--- config.mk ---
export PLATFORM = sky130hd
export DESIGN_NAME = param_cpu
export DESIGN_NICKNAME = d
export VERILOG_FILES = /design/src/rtl/cpu_pkg.sv /design/src/rtl/param_alu.sv /design/src/rtl/param_cpu.sv
export SDC_FILE = /design/constraint.sdc
export NUM_CORES = 1
export LEC_CHECK = 0
export BUFFER_PORTS_ARGS = -buffer_cell sky130_fd_sc_hd__buf_2
export CORE_MARGIN = 2
export CORE_UTILIZATION = 66
export CTS_CLUSTER_SIZE = 8
export DETAILED_ROUTE_END_ITERATION = 10
export PLACE_DENSITY = 0.95
export SLEW_MARGIN = 20
export SYNTH_ARGS = -nofsm -noshare
export SYNTH_HDL_FRONTEND = slang
export SYNTH_SLANG_ARGS = --single-unit
--- constraint.sdc ---
create_clock -name clk -period 6.85 [get_ports clk]
set_clock_uncertainty 0.05 [all_clocks]
set_input_delay 1.7125 -clock clk [delete_from_list [all_inputs] [get_ports clk]]
set_output_delay 1.7125 -clock clk [all_outputs]
set_load 0.02 [all_outputs]
--- src/rtl/cpu_pkg.sv ---
// Shared opcode constants, FSM state encoding and instruction-width helper
// for the parameterised step-through CPU.
package cpu_pkg;

  localparam logic [3:0] OP_NOP  = 4'd0;
  localparam logic [3:0] OP_ADD  = 4'd1;
  localparam logic [3:0] OP_SUB  = 4'd2;
  localparam logic [3:0] OP_AND  = 4'd3;
  localparam logic [3:0] OP_OR   = 4'd4;
  localparam logic [3:0] OP_XOR  = 4'd5;
  localparam logic [3:0] OP_NOT  = 4'd6;
  localparam logic [3:0] OP_SHL  = 4'd7;
  localparam logic [3:0] OP_SHR  = 4'd8;
  localparam logic [3:0] OP_HALT = 4'd15;

  typedef enum logic [2:0] {
    FETCH,
    DECODE,
    EXEC,
    WAIT,
    HALTED
  } cpu_state_t;

  // Instruction word is {opcode[3:0], A, B}.
  function automatic int instr_w(input int width);
    return 4 + 2 * width;
  endfunction

endpackage

--- src/rtl/param_alu.sv ---
// Combinational ALU: result plus carry/borrow flags for one decoded instruction.
module param_alu
  import cpu_pkg::*;
#(
  parameter int WIDTH = 8
) (
  input  logic [3:0]       opcode,
  input  logic [WIDTH-1:0] a,
  input  logic [WIDTH-1:0] b,
  output logic [WIDTH-1:0] result,
  output logic             carry,
  output logic             borrow
);

  logic [WIDTH:0] sum;

  always_comb begin
    sum    = {1'b0, a} + {1'b0, b};
    result = '0;
    carry  = 1'b0;
    borrow = 1'b0;
    case (opcode)
      OP_NOP: result = '0;
      OP_ADD: begin
        result = sum[WIDTH-1:0];
        carry  = sum[WIDTH];
      end
      OP_SUB: begin
        result = a - b;
        borrow = (a < b);
      end
      OP_AND: result = a & b;
      OP_OR:  result = a | b;
      OP_XOR: result = a ^ b;
      OP_NOT: result = ~a;
      OP_SHL: begin
        result = {a[WIDTH-2:0], 1'b0};
        carry  = a[WIDTH-1];
      end
      OP_SHR: begin
        result = {1'b0, a[WIDTH-1:1]};
        carry  = a[0];
      end
      // 9-14 and HALT produce no result
      default: result = '0;
    endcase
  end

endmodule

--- src/rtl/param_cpu.sv ---
// Step-through CPU: fetches one instruction, executes it, then holds the
// result until a rising edge on next_out advances the program counter.
//
// state  | meaning
// FETCH  | synchronous read of mem[pc]
// DECODE | latch opcode and operands from the read word
// EXEC   | register ALU result/flags, or stop on HALT
// WAIT   | outputs frozen until a next_out rising edge
// HALTED | core stopped; only reset leaves this state
module param_cpu
  import cpu_pkg::*;
#(
  parameter int WIDTH = 8,
  parameter int PROG_DEPTH = 16,
  localparam int AW = $clog2(PROG_DEPTH),
  localparam int INSTR_W = instr_w(WIDTH)
) (
  input  logic               clk,
  input  logic               rst,
  input  logic               next_out,
  input  logic               prog_we,
  input  logic [AW-1:0]      prog_addr,
  input  logic [INSTR_W-1:0] prog_data,
  output logic [3:0]         opcode,
  output logic [WIDTH-1:0]   operand_A_out,
  output logic [WIDTH-1:0]   operand_B_out,
  output logic [WIDTH-1:0]   result_out_cpu,
  output logic               carry_out_cpu,
  output logic               borrow_out_cpu,
  output logic               result_ready,
  output logic [AW-1:0]      pc_out,
  output logic               halted
);

  logic [INSTR_W-1:0] mem [PROG_DEPTH];
  logic [INSTR_W-1:0] rd_data;
  cpu_state_t         state;
  logic               next_q;
  logic               next_rise;
  logic [WIDTH-1:0]   alu_result;
  logic               alu_carry;
  logic               alu_borrow;

  assign next_rise = next_out & ~next_q;

  // Program memory is deliberately outside reset so a loaded program survives it.
  always_ff @(posedge clk) begin
    if (prog_we)
      mem[prog_addr] <= prog_data;
    if (state == FETCH)
      rd_data <= mem[pc_out];
  end

  param_alu #(.WIDTH(WIDTH)) u_alu (
    .opcode (opcode),
    .a      (operand_A_out),
    .b      (operand_B_out),
    .result (alu_result),
    .carry  (alu_carry),
    .borrow (alu_borrow)
  );

  always_ff @(posedge clk or posedge rst) begin
    if (rst) begin
      state          <= FETCH;
      pc_out         <= '0;
      opcode         <= '0;
      operand_A_out  <= '0;
      operand_B_out  <= '0;
      result_out_cpu <= '0;
      carry_out_cpu  <= 1'b0;
      borrow_out_cpu <= 1'b0;
      result_ready   <= 1'b0;
      halted         <= 1'b0;
      next_q         <= 1'b0;
    end else begin
      next_q <= next_out;
      case (state)
        FETCH: state <= DECODE;
        DECODE: begin
          opcode        <= rd_data[INSTR_W-1 -: 4];
          operand_A_out <= rd_data[2*WIDTH-1 -: WIDTH];
          operand_B_out <= rd_data[WIDTH-1:0];
          state         <= EXEC;
        end
        EXEC: begin
          if (opcode == OP_HALT) begin
            halted <= 1'b1;
            state  <= HALTED;
          end else begin
            result_out_cpu <= alu_result;
            carry_out_cpu  <= alu_carry;
            borrow_out_cpu <= alu_borrow;
            result_ready   <= 1'b1;
            state          <= WAIT;
          end
        end
        WAIT: begin
          if (next_rise) begin
            result_ready <= 1'b0;
            pc_out       <= pc_out + AW'(1);
            state        <= FETCH;
          end
        end
        HALTED: state <= HALTED;
        default: state <= FETCH;
      endcase
    end
  end

endmodule

==> reports/metrics.yaml, run 1 <==
setup_path:
  path_cells: "buf_2"
  required_ns: 5.09
  cp_top_family: "flip-flops"
  worst_path_max_delay_cell: "dfrtp_4"
  end_kind: "primary output"
  crit_fanout: 39
  cp_num_buf_inv: 1
  critPathLaunchType: "register"
  arrival_ns: 1.82
  cpPeakStageDelay_ns: 0.95
  worstSetupPathType: "reg -> out"
grt:
  gr-max-usage-layer: "met2"
  grt_start_max_net_pins: 63
  met1_usage: 0.504
  grt_pass1_wl_mm: 62.2
  grt_pass1_vias: 9145
  grt_usage: 0.357
  grt_overflow_total: 0
  use_met3: 0.0630
  grt_use_met2: 0.564
  grt_antenna_before_repair: 1
placement:
  place_congestion: 0.933
  dp_worst_setup_slack_ns: 3.07
  io_buffers: 63
  placed_area_mm2: 0.0163
  dp_hpwl_mm: 22.3
sta:
  timing.final.ws_setup_ns: 3.27
  worstMarginPinSlew_ns: 1.04
  fin_crit_sh: 0.523
  fin_tns_setup_ns: 0
  finalSetupViolCount: 0
  finalHoldViolCount: 0
  fmax_mhz: 279
  maxSlewViolCount: 0
  rsz0062_at_grt: "no"
  fin_crit_ns: 3.58
  maxSlewHeadroom: 0.307
clocking:
  cts-buffers-inserted: 53
  cts_hold_buf: 0
  clkSinkCount: 380
  cts.reportedPaths.clkPinSlew_ns: 0.06
  cts-resized-gates: 0
  cts_max_level: 2
  clock_path_buffers: 3
  clkLatencyLatePin_ns: 0.56
  clockRootBuffer: "clkbuf_16"
  post_cts_buffers: 0
  cts_tree: "built"
synthesis:
  postSynthNetCount: 885
  ys.flop_type: "edfxtp_1"
  synth_edf_count: 340
  syn_area_per_cell_um2: 18.8
  synth_cells: 830
  synth_seq_area_share: 0.719
  async_reset_ff_frac: 0.105
  ys_seq_elements: 380
  ys_types: 54
  yosysWarnings: 0
  syn-cell-area_mm2: 0.0156
routing:
  vias_per_cell: 7.07
  wl_per_cell_um: 33.2
  drc_errors: 0
  drtIter0Drc: 1249
  ant_nets: 0
  finalWirelength_mm: 42.0
  firstDrtPassIters: 5
  via_count: 8954
power_and_ir_drop:
  p_per_area_mw_per_mm2: 436
  power_frac_comb: 0.296
  switching_power_mw: 2.55
  vdd_drop_max_v: 0.000364
  pwr-share-clk: 0.309
  power_leakage_nw: 6.03
  swShare: 0.329
  total_power_mw: 7.76
  seq_power_share: 0.395
  p_int_mw: 5.20
floorplanning:
  rows: 56
  core_area_mm2: 0.0233
  die_width_um: 158
  ios: 64
  die-area_mm2: 0.0249
  die_y_um: 158
  start_util: 0.668
layout:
  finalInstanceArea_mm2: 0.0178
  drive_gt1_frac: 0.281
  syn_to_final_growth_pct: 14.2
  fillers: 1162
  nNetsFinal: 981
  antennaDiodeCount: 0
  utilization: 0.763
job:
  drv_cap: 0
hold_path:
  min_path_type: "reg -> reg"
outcome:
  status: "completed"
==> final timing paths <==
path,startpoint,end,slack [ns],depth (start not counted)
hold reg to reg,rd_data[5],operand_B_out[5],0.42,2
min in group asynchronous,rst,result_out_cpu[2],1.23,3
setup / recovery,pc_out[0],pc_out[0],3.27,1
setup reg to reg,pc_out[0],rd_data[12],3.41,3
hold / removal,rd_data[5],operand_B_out[5],0.42,2
max in group asynchronous,rst,pc_out[0],5.13,3
==> cells in the mapped netlist, types with 3 or more instances <==
cell      count  area, um2
nor3_1       11       55.1
xnor2_1       7       61.3
nand2_1      49        184
nor2b_1       8       50.1
a21o_1        4       30.0
buf_1         6       22.5
clkbuf_1     14       52.6
buf_4         9       67.6
mux2_2        3       33.8
inv_1        27        101
mux4_2      100       2250
buf_2         9       45.0
nand3_1       6       30.0
dfrtp_1      40       1000
o21ai_0      40        200
o22ai_1       5       31.3
ha_1         25        313
a22o_1        3       26.3
o211ai_1      3       22.5
edfxtp_1    340      10200
a211oi_1      3       22.5
a31oi_1       5       31.3
mux2i_1       7       70.1
nand2b_1     10       62.6
a22oi_1       7       52.6
a21oi_1      17       85.1
nor2_1       32        120
==> kinds of logic after synthesis <==
kind of cell,after synthesis,share of synthesized area
XOR/XNOR,9,0.00506
AND/OR/NAND/NOR,132,0.0400
buffers and inverters,66,0.0193
AO/OA/AOI/OAI,106,0.0430
adder cells (fa/ha/maj),27,0.0226
flip-flops,380,0.719
multiplexers,110,0.151
==> cell usage in the layout (no fill, tap or decap), drive strengths merged, types with 4 or more instances in the layout <==
cell type / netlist / final
a22oi: 7 / 7
a21o: 4 / 4
buf: 25 / 80
a31oi: 5 / 5
ha: 25 / 25
clkbuf: 14 / 73
mux2i: 7 / 7
o22ai: 5 / 5
xnor2: 7 / 7
inv: 27 / 28
a21oi: 17 / 17
nand3: 6 / 6
o21ai: 41 / 41
nand2: 49 / 49
nor2b: 8 / 8
nand2b: 10 / 10
nor2: 32 / 32
mux4: 100 / 100
edfxtp: 340 / 340
dfrtp: 40 / 40
nor3: 12 / 12
==> power by group through the flow <==
stage,Combinational (mW),Clock [mW],Sequential [mW]
floorplan,1.67,0,2.98
finish,2.30,2.39,3.06
global route,2.45,2.48,3.09
global placement,2.14,0,3.07
detailed placement,2.22,0,3.09
CTS,2.27,2.40,3.05
==> sequential cells by signal, indices dropped and copies added (netlist names), 3 cells and up <==
signal,flops
mem,320
opcode,4
operand_A_out,8
operand_B_out,8
pc_out,4
rd_data,20
result_out_cpu,8
state,3
==> layout make-up <==
class | instances | area, um2 | area share
inverters | 27 | 101 | 0.00569
multi-input cells | 384 | 4170 | 0.234
well taps | 319 | 399 | 0.0224
flip-flops and latches | 380 | 11200 | 0.630
clock buffers | 73 | 1430 | 0.0805
clock inverters | 3 | 40.0 | 0.00225
repair buffers | 80 | 443 | 0.0249
==> per-stage QoR <==
stage | hold WS [ns] | instances
finish | 0.419 | 1266
global route | 0.434 | 1266
CTS | 0.415 | 1266
detailed placement | 0.395 | 1190
global placement | 0.391 | 1190
floorplan | 0.376 | 830
==> metal layers <==
layer | vias to the layer above | share of wire
met2 | 800 | 0.48
met3 | 124 | 0.11
met1 | 4504 | 0.36
met5 | - | 0
li1 | 3526 | -
met4 | 0 | 0.045
Note: power is estimated with default switching activity, not from simulation.
==> run 2: changes to the inputs <==
--- a/config.mk
+++ b/config.mk
@@ -5,12 +5,13 @@
 export SDC_FILE = /design/constraint.sdc
 export NUM_CORES = 1
 export LEC_CHECK = 0
+export ABC_AREA = 1
 export BUFFER_PORTS_ARGS = -buffer_cell sky130_fd_sc_hd__buf_2
 export CORE_MARGIN = 2
-export CORE_UTILIZATION = 66
+export CORE_UTILIZATION = 56
 export CTS_CLUSTER_SIZE = 8
 export DETAILED_ROUTE_END_ITERATION = 10
-export PLACE_DENSITY = 0.95
+export PLACE_DENSITY = 0.87
 export SLEW_MARGIN = 20
 export SYNTH_ARGS = -nofsm -noshare
 export SYNTH_HDL_FRONTEND = slang
==> constraint.sdc (replaced) <==
create_clock -name clk -period 3.1 [get_ports clk]
set_clock_uncertainty 0.05 [all_clocks]
set_input_delay 0.775 -clock clk [delete_from_list [all_inputs] [get_ports clk]]
set_output_delay 0.775 -clock clk [all_outputs]
set_load 0.02 [all_outputs]
==> run 2 against run 1 <==
Clock-buffer cell count fell by 2. Worst setup slack got worse by 2.6 ns. Non-clock buffer count is 17 higher. Largest power group unchanged. Highest routed layer unchanged.
==> reports/metrics.yaml, run 2 <==
synthesis:
  synth_edf_count: 340  # unchanged
  ys.flop_type: "edfxtp_1"  # unchanged
  syn-cell-area_mm2: 0.0160  # was 0.0156 mm2
  synth_cells: 1325  # was 830
  yosysTopAreaCellShare: 0.639  # was 0.655
  synth_common_cells: "340 x edfxtp_1, 273 x nor2_1, 141 x o21ai_0, 127 x nand2_1, 62 x o211ai_1"  # was 340 x edfxtp_1, 100 x mux4_2, 49 x nand2_1, 40 x dfrtp_1, 40 x o21ai_0
  synth_most_common_cell: "edfxtp_1"  # unchanged
  async_reset_ff_frac: 0.105  # unchanged
  yosysWarnings: 0  # unchanged
  synth_seq_area_share: 0.701  # was 0.719
  postSynthNetCount: 1380  # was 885
  netlist_top_cells_area: "edfxtp_1 64%, nor2_1 6.4%, dfrtp_1 6.3%, o21ai_0 4.4%, nand2_1 3.0%"  # was edfxtp_1 65%, mux4_2 14%, dfrtp_1 6.4%, ha_1 2.0%, o21ai_0 1.3%
  ys_seq_elements: 380  # unchanged
  ys_types: 30  # was 54
  syn_area_per_cell_um2: 12.1  # was 18.8 um2
  yosys.area.top_type: "edfxtp_1"  # unchanged
layout:
  top_regs: "mem: 320 flops, rd_data: 20 flops"  # unchanged
  antennaDiodeCount: 0  # unchanged
  drive_gt1_frac: 0.122  # was 0.281
  nNetsFinal: 1462  # was 981
  regMostFlops: "mem"  # unchanged
  fillers: 1912  # was 1162
  syn_to_final_growth_pct: 14.0  # was 14.2%
  final_common_cell: "edfxtp_1"  # unchanged
  largest_reg_flops: 320  # unchanged
  final_cell_mix: "340 x edfxtp_1, 257 x nor2_1, 141 x o21ai_0, 127 x nand2_1, 63 x buf_2"  # was 340 x edfxtp_1, 100 x mux4_2, 63 x buf_2, 54 x clkbuf_16, 49 x nand2_1
power_and_ir_drop:
  pwr-share-clk: 0.281  # was 0.309
  power_leakage_nw: 6.67  # was 6.03 nW
  vdd_drop_max_v: 0.000737  # was 0.000364 V
  seq_power_share: 0.364  # was 0.395
  p_per_area_mw_per_mm2: 1010  # was 436 mW/mm2
  p_int_mw: 11.2  # was 5.20 mW
  swShare: 0.388  # was 0.329
  power_frac_comb: 0.355  # was 0.296
  switching_power_mw: 7.11  # was 2.55 mW
routing:
  wl_per_cell_um: 23.3  # was 33.2 um
  finalWirelength_mm: 42.0  # about the same
  drtIter0Drc: 1896  # was 1249
  ant_nets: 0  # unchanged
  via_count: 11295  # was 8954
  vias_per_cell: 6.26  # was 7.07
  firstDrtPassIters: 6  # was 5
  drc_errors: 0  # unchanged
sta:
  hold_ws_ns: 0.286  # was 0.419 ns
  fin_tns_setup_ns: 0  # unchanged
  worstMarginPinSlew_ns: 1.04  # about the same
  fin_crit_ns: 2.41
  maxSlewViolCount: 0  # unchanged
  rsz0062_at_grt: "no"  # unchanged
  maxSlewHeadroom: 0.304  # was 0.307
  finalSetupViolCount: 0  # unchanged
  finalHoldViolCount: 0  # unchanged
  fmax_mhz: 415
  fin_crit_sh: 0.777
clocking:
  cts_hold_buf: 0  # unchanged
  clock_path_buffers: 3  # unchanged
  post_cts_buffers: 0  # unchanged
  clockRootBuffer: "clkbuf_16"  # unchanged
  cts-buffers-inserted: 53  # unchanged
  cts.reportedPaths.clkPinSlew_ns: 0.05  # was 0.06 ns
  clkSinkCount: 380  # unchanged
  cts-resized-gates: 0  # unchanged
  cts_max_level: 2  # unchanged
  cts_tree: "built"  # unchanged
  clkLatencyLatePin_ns: 0.57  # was 0.56 ns
floorplanning:
  start_util: 0.572  # was 0.668
  die-area_mm2: 0.0299  # was 0.0249 mm2
  die_y_um: 173  # was 158 um
  ios: 64  # unchanged
  die_width_um: 173  # was 158 um
  rows: 61  # was 56
  core_area_mm2: 0.0279  # was 0.0233 mm2
placement:
  io_buffers: 63  # unchanged
  place_congestion: 0.915  # was 0.933
  dp_hpwl_mm: 25.2  # was 22.3 mm
setup_path:
  worst_path_max_delay_cell: "dfrtp_4"  # unchanged
  required_ns: 3.47  # was 5.09 ns
  path_cells: "inv_4 -> buf_4 -> nor2_1 -> nor2_1 -> o21ai_0 -> o211ai_1 -> nand3_1 -> nand2_1"  # was buf_2
  cp_num_buf_inv: 2  # was 1
  arrival_ns: 2.78  # was 1.82 ns
  cp_top_family: "buffers and inverters"  # was flip-flops
  cpPeakStageDelay_ns: 0.59  # was 0.95 ns
  worstSetupPathType: "reg -> reg"  # was reg -> out
  end_kind: "register"  # was primary output
  crit_path_frequent_cell: "nor2_1"
  crit_fanout: 38  # was 39
  critPathLaunchType: "register"  # unchanged
outcome:
  status: "completed"  # unchanged
grt:
  grt_pass1_vias: 11147  # was 9145
  grt_usage: 0.280  # was 0.357
  grt_pass1_wl_mm: 64.4  # was 62.2 mm
  grt_start_max_net_pins: 94  # was 63
  grt_antenna_before_repair: 0  # was 1
  grt_overflow_total: 0  # unchanged
job:
  drv_cap: 0  # unchanged
hold_path:
  min_path_type: "in -> async"  # was reg -> reg
-- run 2: cell count changes in the layout (fill, tap and decap cells not counted), sizes merged, moves of 48 or more --
cell    change
mux4      -100
o211ai     +59
nand3      +48
nand2      +78
nor2      +241
o21ai     +128
-- run 2: worst min-delay path, delay by kind of cell --
family / cells / cell delay, ns
buffers and inverters: 3 / 0.56
-- run 2: per-stage QoR --
stage               power, mW   util  cells  setup WS [ns]  area (um2)
floorplan                10.9      -   1325          0.802       16000
global placement         12.7  0.600   1730          0.768       16800
detailed placement       13.0  0.600   1730          0.664       16800
CTS                      18.2  0.652   1803          0.751       18200
global route             19.1  0.652   1803          0.591       18200
finish                   18.3  0.652   1803          0.690       18200
-- run 2: kinds of logic after synthesis --
| group | after synthesis | synth area share |
|---|---|---|
| AO/OA/AOI/OAI | 293 | 0.107 |
| XOR/XNOR | 3 | 0.00164 |
| adder cells (fa/ha/maj) | 27 | 0.0221 |
| buffers and inverters | 128 | 0.0360 |
| flip-flops | 380 | 0.701 |
| multiplexers | 22 | 0.0139 |
| AND/OR/NAND/NOR | 472 | 0.118 |
-- run 2: routing by layer --
layer | part of all wire | GRT usage | vias to the layer above
met5 | 0 | 0 | -
met4 | 0.037 | 0.109 | 0
met3 | 0.11 | 0.0574 | 126
met2 | 0.49 | 0.473 | 881
met1 | 0.36 | 0.359 | 5378
li1 | - | - | 4910
-- run 2: final timing paths --
check                      cells past startpoint     endpoint  slack [ns]       from
setup reg to reg                               8  rd_data[13]        0.69  pc_out[0]
min in group clk                               1       next_q        0.30   next_out
hold / removal                                 3     state[0]        0.29        rst
hold reg to reg                                2       halted        0.41     halted
setup / recovery                               8  rd_data[13]        0.69  pc_out[0]
max in group asynchronous                      3    pc_out[0]        2.32        rst
-- run 2: final cells by class --
class | count | area [um2] | share of cell area
multi-input combinational | 817 | 4240 | 0.233
inverter | 58 | 220 | 0.0121
timing repair buffer | 97 | 621 | 0.0341
sequential | 380 | 11200 | 0.616
tap | 378 | 473 | 0.0260
clock buffer | 71 | 1400 | 0.0771
clock inverter | 2 | 40.0 | 0.00220
-- run 2: power groups by stage --
| stage | logic (mW) | clock network, mW | registers, mW |
|---|---|---|---|
| after CTS | 6.37 | 5.16 | 6.65 |
| after floorplan | 4.21 | 0 | 6.74 |
| final | 6.52 | 5.15 | 6.67 |
| after detailed placement | 6.22 | 0 | 6.74 |
| after global placement | 6.03 | 0 | 6.71 |
| after global routing | 7.07 | 5.36 | 6.72 |
